--- config.mk ---
export PLATFORM = sky130hd
export DESIGN_NAME = eight_bit_sr
export DESIGN_NICKNAME = d
export VERILOG_FILES = /design/src/rtl/eight_bit_sr_pkg.sv /design/src/rtl/eight_bit_sr_usr_next_state.sv /design/src/rtl/eight_bit_sr.sv
export SDC_FILE = /design/constraint.sdc
export NUM_CORES = 1
export LEC_CHECK = 0
export ABC_AREA = 1
export CAP_MARGIN = 20
export CORE_AREA = 3 3 40 42
export DETAILED_ROUTE_END_ITERATION = 7
export DIE_AREA = 0 0 43 45
export PLACE_DENSITY = 0.79
export SLEW_MARGIN = 25
export SYNTH_ARGS = -nofsm -noshare
export SYNTH_HDL_FRONTEND = slang
export SYNTH_SLANG_ARGS = --single-unit
--- constraint.sdc ---
create_clock -name clk -period 1.95 [get_ports clk]
set_input_delay 0.195 -clock clk [delete_from_list [all_inputs] [get_ports clk]]
set_output_delay 0.195 -clock clk [all_outputs]
set_load 0.05 [all_outputs]
--- src/rtl/eight_bit_sr_pkg.sv ---
// rtl/eight_bit_sr_pkg.sv - mode encoding and default width for the universal shift register
package eight_bit_sr_pkg;

  localparam int DEFAULT_WIDTH = 8;

  typedef enum logic [1:0] {
    MODE_HOLD = 2'b00,
    MODE_SHR  = 2'b01,
    MODE_SHL  = 2'b10,
    MODE_LOAD = 2'b11
  } mode_e;

  function automatic mode_e to_mode(input logic s1, input logic s0);
    return mode_e'({s1, s0});
  endfunction

endpackage

--- src/rtl/eight_bit_sr_usr_next_state.sv ---
// rtl/eight_bit_sr_usr_next_state.sv - combinational next-value mux for the universal shift register
module usr_next_state
  import eight_bit_sr_pkg::*;
#(
  parameter int WIDTH = DEFAULT_WIDTH
) (
  input  mode_e              mode_i,
  input  logic [WIDTH-1:0]   q_i,
  input  logic [WIDTH-1:0]   p_in_i,
  input  logic               sl_i,
  input  logic               sr_i,
  output logic [WIDTH-1:0]   d_o
);

  // Shifted-out bits are dropped; there is no wrap-around path.
  always_comb begin
    d_o = q_i;
    case (mode_i)
      MODE_HOLD: d_o = q_i;
      MODE_SHR:  d_o = {sr_i, q_i[WIDTH-1:1]};
      MODE_SHL:  d_o = {q_i[WIDTH-2:0], sl_i};
      MODE_LOAD: d_o = p_in_i;
      default:   d_o = q_i;
    endcase
  end

endmodule

--- src/rtl/eight_bit_sr.sv ---
// rtl/eight_bit_sr.sv - 74x194-style universal shift register, reset flop bank
module eight_bit_sr
  import eight_bit_sr_pkg::*;
#(
  parameter int WIDTH = DEFAULT_WIDTH
) (
  input  logic               clk,
  input  logic               rst_n,
  input  logic               s0,
  input  logic               s1,
  input  logic [WIDTH-1:0]   p_in,
  input  logic               shiftleft_input,
  input  logic               shiftright_input,
  output logic [WIDTH-1:0]   out
);

  logic [WIDTH-1:0] out_q;
  logic [WIDTH-1:0] out_d;
  mode_e            mode;

  assign mode = to_mode(s1, s0);

  usr_next_state #(
    .WIDTH (WIDTH)
  ) u_next (
    .mode_i (mode),
    .q_i    (out_q),
    .p_in_i (p_in),
    .sl_i   (shiftleft_input),
    .sr_i   (shiftright_input),
    .d_o    (out_d)
  );

  always_ff @(posedge clk or negedge rst_n) begin
    if (!rst_n) begin
      out_q <= '0;
    end else begin
      out_q <= out_d;
    end
  end

  assign out = out_q;

endmodule

* Yosys cells after proc, flatten, opt, wreduce, memory -nomap -nowiden
Cells that the tools add are included.
** Operators by class
- Equal/unequal tests :: 3
- Reduce and logical (&&, ||, !) cells :: 1
- Multiplexer cells :: 1
** Operator list (number)
- one-hot mux 8 bit (3 select lines) :: 1
- == test 2 bit, second input constant :: 2
- == test 2 x 1 -> 1 bit, second input constant :: 1
- logical NOT 2 bit :: 1
** Word-level totals
- Bits in registers :: 8
- Word-level logic and storage cells :: 6
- Output and inout bits :: 8
- Input bits :: 14

* Longest topological paths before layout
- Depth after elaboration :: 2
- Gate-level depth with buffers :: 6
- Mapped depth without buffers :: 5

* Cells and area by module
Synthesis repeated with hierarchy kept, for this count alone.
** Unflattened totals
- Cell total of the unflattened synthesis :: 55
- Area, all modules :: 464.2 µm²
** Modules (own cells, without submodules)
- usr_next_state :: times used 1, cells each 47, area each 264.0 µm²
- eight_bit_sr :: times used 1, cells each 8, area each 200.2 µm²

* Worst setup path before layout
No wires, ideal clock.
- Path kind :: register to register
- Start point :: register out_q[3], in the netlist out[3]
- End point :: register out_q[2], in the netlist out[2]
- Arrival time :: 0.939 ns
- Setup time :: 0.066 ns
- Cell stages (with the launch flop) :: 5
- Path buffers :: 0
- Required time :: 1.884 ns
- Period minus slack after synthesis :: 1.005 ns
- Path slack :: 0.945 ns
- Cells stage by stage :: dfrtp_1 > nand2_1 > nand3_2 > nand2_1 > nand2_1
** On the way
- Longest elaborated chain between the ends :: 1
** Ends and longest elaborated chain
- start: declaration :: RTL line eight_bit_sr.sv:17 : logic [WIDTH-1:0] out_q;
- start signal: assignment :: RTL line eight_bit_sr.sv:38 : out_q <= out_d;
- one-hot mux 8 bit (3 select lines) :: RTL line eight_bit_sr_usr_next_state.sv:18 : case (mode_i)
Every way passes these cells.
A chain may end at the register's enable or synchronous reset.

* Worst setup path in the final report
- Start point :: register out_q[5], in the netlist out[5]
- End point :: output port out[5]
** RTL lines
- end: declaration :: RTL line eight_bit_sr.sv:14 : output logic [WIDTH-1:0] out
No word-level cell between the ends.

==> results.yml <==
status:
  status: "finished clean"
clock_tree:
  clk_path_buf_depth: 2
  hold_buffers: 0
  clock_latency_ps: 240
  cts_made_buffers: 3
  clockRootBuffer: "clkbuf_4"
  cts-resized-gates: 0
  cts_tree: "yes"
  post_cts_buffers: 0
  clock-sinks: 8
  htreeDepth: 1
  clk_pin_slew_ps: 50
sta:
  slew-limit-headroom_pct: 58.7
  slew_viol_final: 0
  tns_ps: 0
  hold_viol_final: 0
  worst_pin_slew_ps: 618
  fin_crit_sh_pct: 86.0
  rsz0062_at_grt: "no"
  finClkSkew_ps: 4.86
  fmax_mhz: 596
  setup_viol: 0
  period_needed_ps: 1680
finish:
  synthToLayoutAreaGrowth_pct: 37.9
  num-fill-cells: 114
  final_layout_size_suffix_gt1_share_pct: 21.3
  diodes: 0
  largest_reg_flops: 8
  instances_no_fill: 109
  fin_nets: 110
pwr:
  ir_worst_vdd_mv: 0.388
  pwr-share-seq_pct: 37.8
  p_comb_share_pct: 42.5
  p_clk_share_pct: 19.7
  switching_share_pct: 39.4
  p_int_uw: 353
  power.leakage_uw: 0.000364
  p_switching_uw: 229
  powerDensity_nw_per_um2: 739
die:
  start_util_pct: 44.5
  placement_rows: 13
  die_h_um: 45
  io-pin-count: 22
  fp.dieW_um: 43
  coreArea_sq_um: 1280
  die_area_sq_um: 1940
synth:
  synth_area_sq_um: 572
  synth_fa_ha_area_share_pct: 0
  synth-seq-area-share_pct: 35.0
  yosys.cell_types.count: 12
  synth_xor_area_share_pct: 0
  syn_inst: 72
  yosys.area_share.simple_pct: 52.5
  synth_top_family_by_area: "simple AND/OR/NAND/NOR gates"
  ys_seq_elements: 8
  synth_nets: 86
  synth-compound-area-share_pct: 1.53
  synth_warnings: 0
  synthMuxAreaShare_pct: 0
  avgSynthCellArea_sq_um: 7.94
setup_path:
  crit_slowest_cell: "clkdlybuf4s50_1"
  arrival_ps: 1480
  crit_fanout: 4
  path_cells: "clkdlybuf4s50_1"
  crit_type: "register to output pin"
  critical-path-top-delay-family: "buffers and inverters"
  slowest_delay_ps: 840
  path_buf_inv: 1
  cp_data_required_time_ps: 1750
  start_kind: "register"
  end_kind: "output pin"
routing:
  wire_per_inst_um: 11.2
  drc: 0
  post_drt_via_cell_ratio: 4.86
  drt_iter0_drc: 12
  num_vias: 530
  drt.antenna.violating_nets: 0
  drt_pass1_iterations: 4
  drt_wl_total_um: 1220
global_route:
  grt_max_degree: 15
  grt_usage_pct: 13.7
  grt-ovfl-total: 0
  grt_first_pass_wirelength_um: 2050
  grt_pass1_vias: 490
  antenna_found_initial: 0
placed_design:
  portBuffers: 21
  hpwl_um: 1010
  place_inst: 106
  place.gp.congestion: 0.777
worst_hold_path:
  hp-class: "input port to async pin"
flow_run:
  cap_viol_max_count: 0
## path summary, 6_finish.rpt
path / from / to / slack [ps] / cells past startpoint
worst min-delay path: rst_n / out[7] / 220 / 1
min in group clk: out[7] / out[7] / 520 / 2
worst max-delay path: out[5] / out[5] / 270 / 1
max in group asynchronous: rst_n / out[4] / 1470 / 1
worst min register to register: out[7] / out[7] / 520 / 2
worst max register to register: out[1] / out[0] / 1110 / 4
## cells by family (layout without fill, tap and decap cells)
group / count (synthesis) / count (layout)
AO/OA/AOI/OAI: 1 / 1
buffers and inverters: 7 / 29
flip-flops: 8 / 8
AND/OR/NAND/NOR: 56 / 56
## synthesized netlist by cell type
master / number / share of area (%)
buf_6: 2 / 3.9
nand2_1: 30 / 20
inv_6: 1 / 1.5
nand3_2: 11 / 19
inv_2: 2 / 1.3
dfrtp_1: 8 / 35
nor2_4: 1 / 2.0
nand3_1: 11 / 9.6
inv_1: 1 / 0.66
nor2_1: 3 / 2.0
a21oi_2: 1 / 1.5
buf_12: 1 / 3.5
## power by group through the flow
stage / Sequential (uW) / Combinational (uW) / Clock (uW)
6_report: 221 / 248 / 115
4_1_cts: 220 / 250 / 121
3_5_place_dp: 223 / 250 / 0
5_1_grt: 224 / 265 / 134
3_3_place_gp: 223 / 247 / 0
2_1_floorplan: 304 / 76.3 / 0
## cell usage in the layout, fill, tap and decap left out, drive strengths merged
cell | Yosys | final
a21oi | 1 | 1
buf | 3 | 1
clkbuf | 0 | 3
clkdlybuf4s50 | 0 | 21
dfrtp | 8 | 8
inv | 4 | 4
nand2 | 30 | 30
nand3 | 22 | 22
nor2 | 4 | 4
## per-stage QoR
stage	instance area, sq um	hold slack (ps)	setup slack [ps]	util [%]	power (uW)
finish	788	224	273	61.3	583
floorplan	572	-101	945	-	380
global route	788	239	195	61.3	623
detailed placement	766	490	326	59.6	473
CTS	788	229	261	61.3	591
global placement	766	485	388	59.6	470
## routing by layer
metal	routed length, um	GRT usage (%)	up-vias
li1	-	-	281
met1	529	16.9	236
met2	606	23.4	13
met3	86	4.38	0
met4	0	3.61	0
met5	0	0	-
## area by class of cell
| type | count | area [sq um] | area share (%) |
|---|---|---|---|
| Tap cell | 15 | 18.8 | 2.38 |
| Multi-Input combinational cell | 57 | 309 | 39.2 |
| Sequential cell | 8 | 200 | 25.4 |
| Clock buffer | 3 | 22.5 | 2.86 |
| Timing Repair Buffer | 22 | 218 | 27.6 |
| Inverter | 4 | 20.0 | 2.54 |
## worst register-to-register path, stage by stage, from the launching register on
cell and delay [ps]:
dfrtp_1 410, nand2_1 80, nand2_1 50, nor2_1 120, nor2_1 70
No activity file was read; power rests on OpenSTA's default activity.
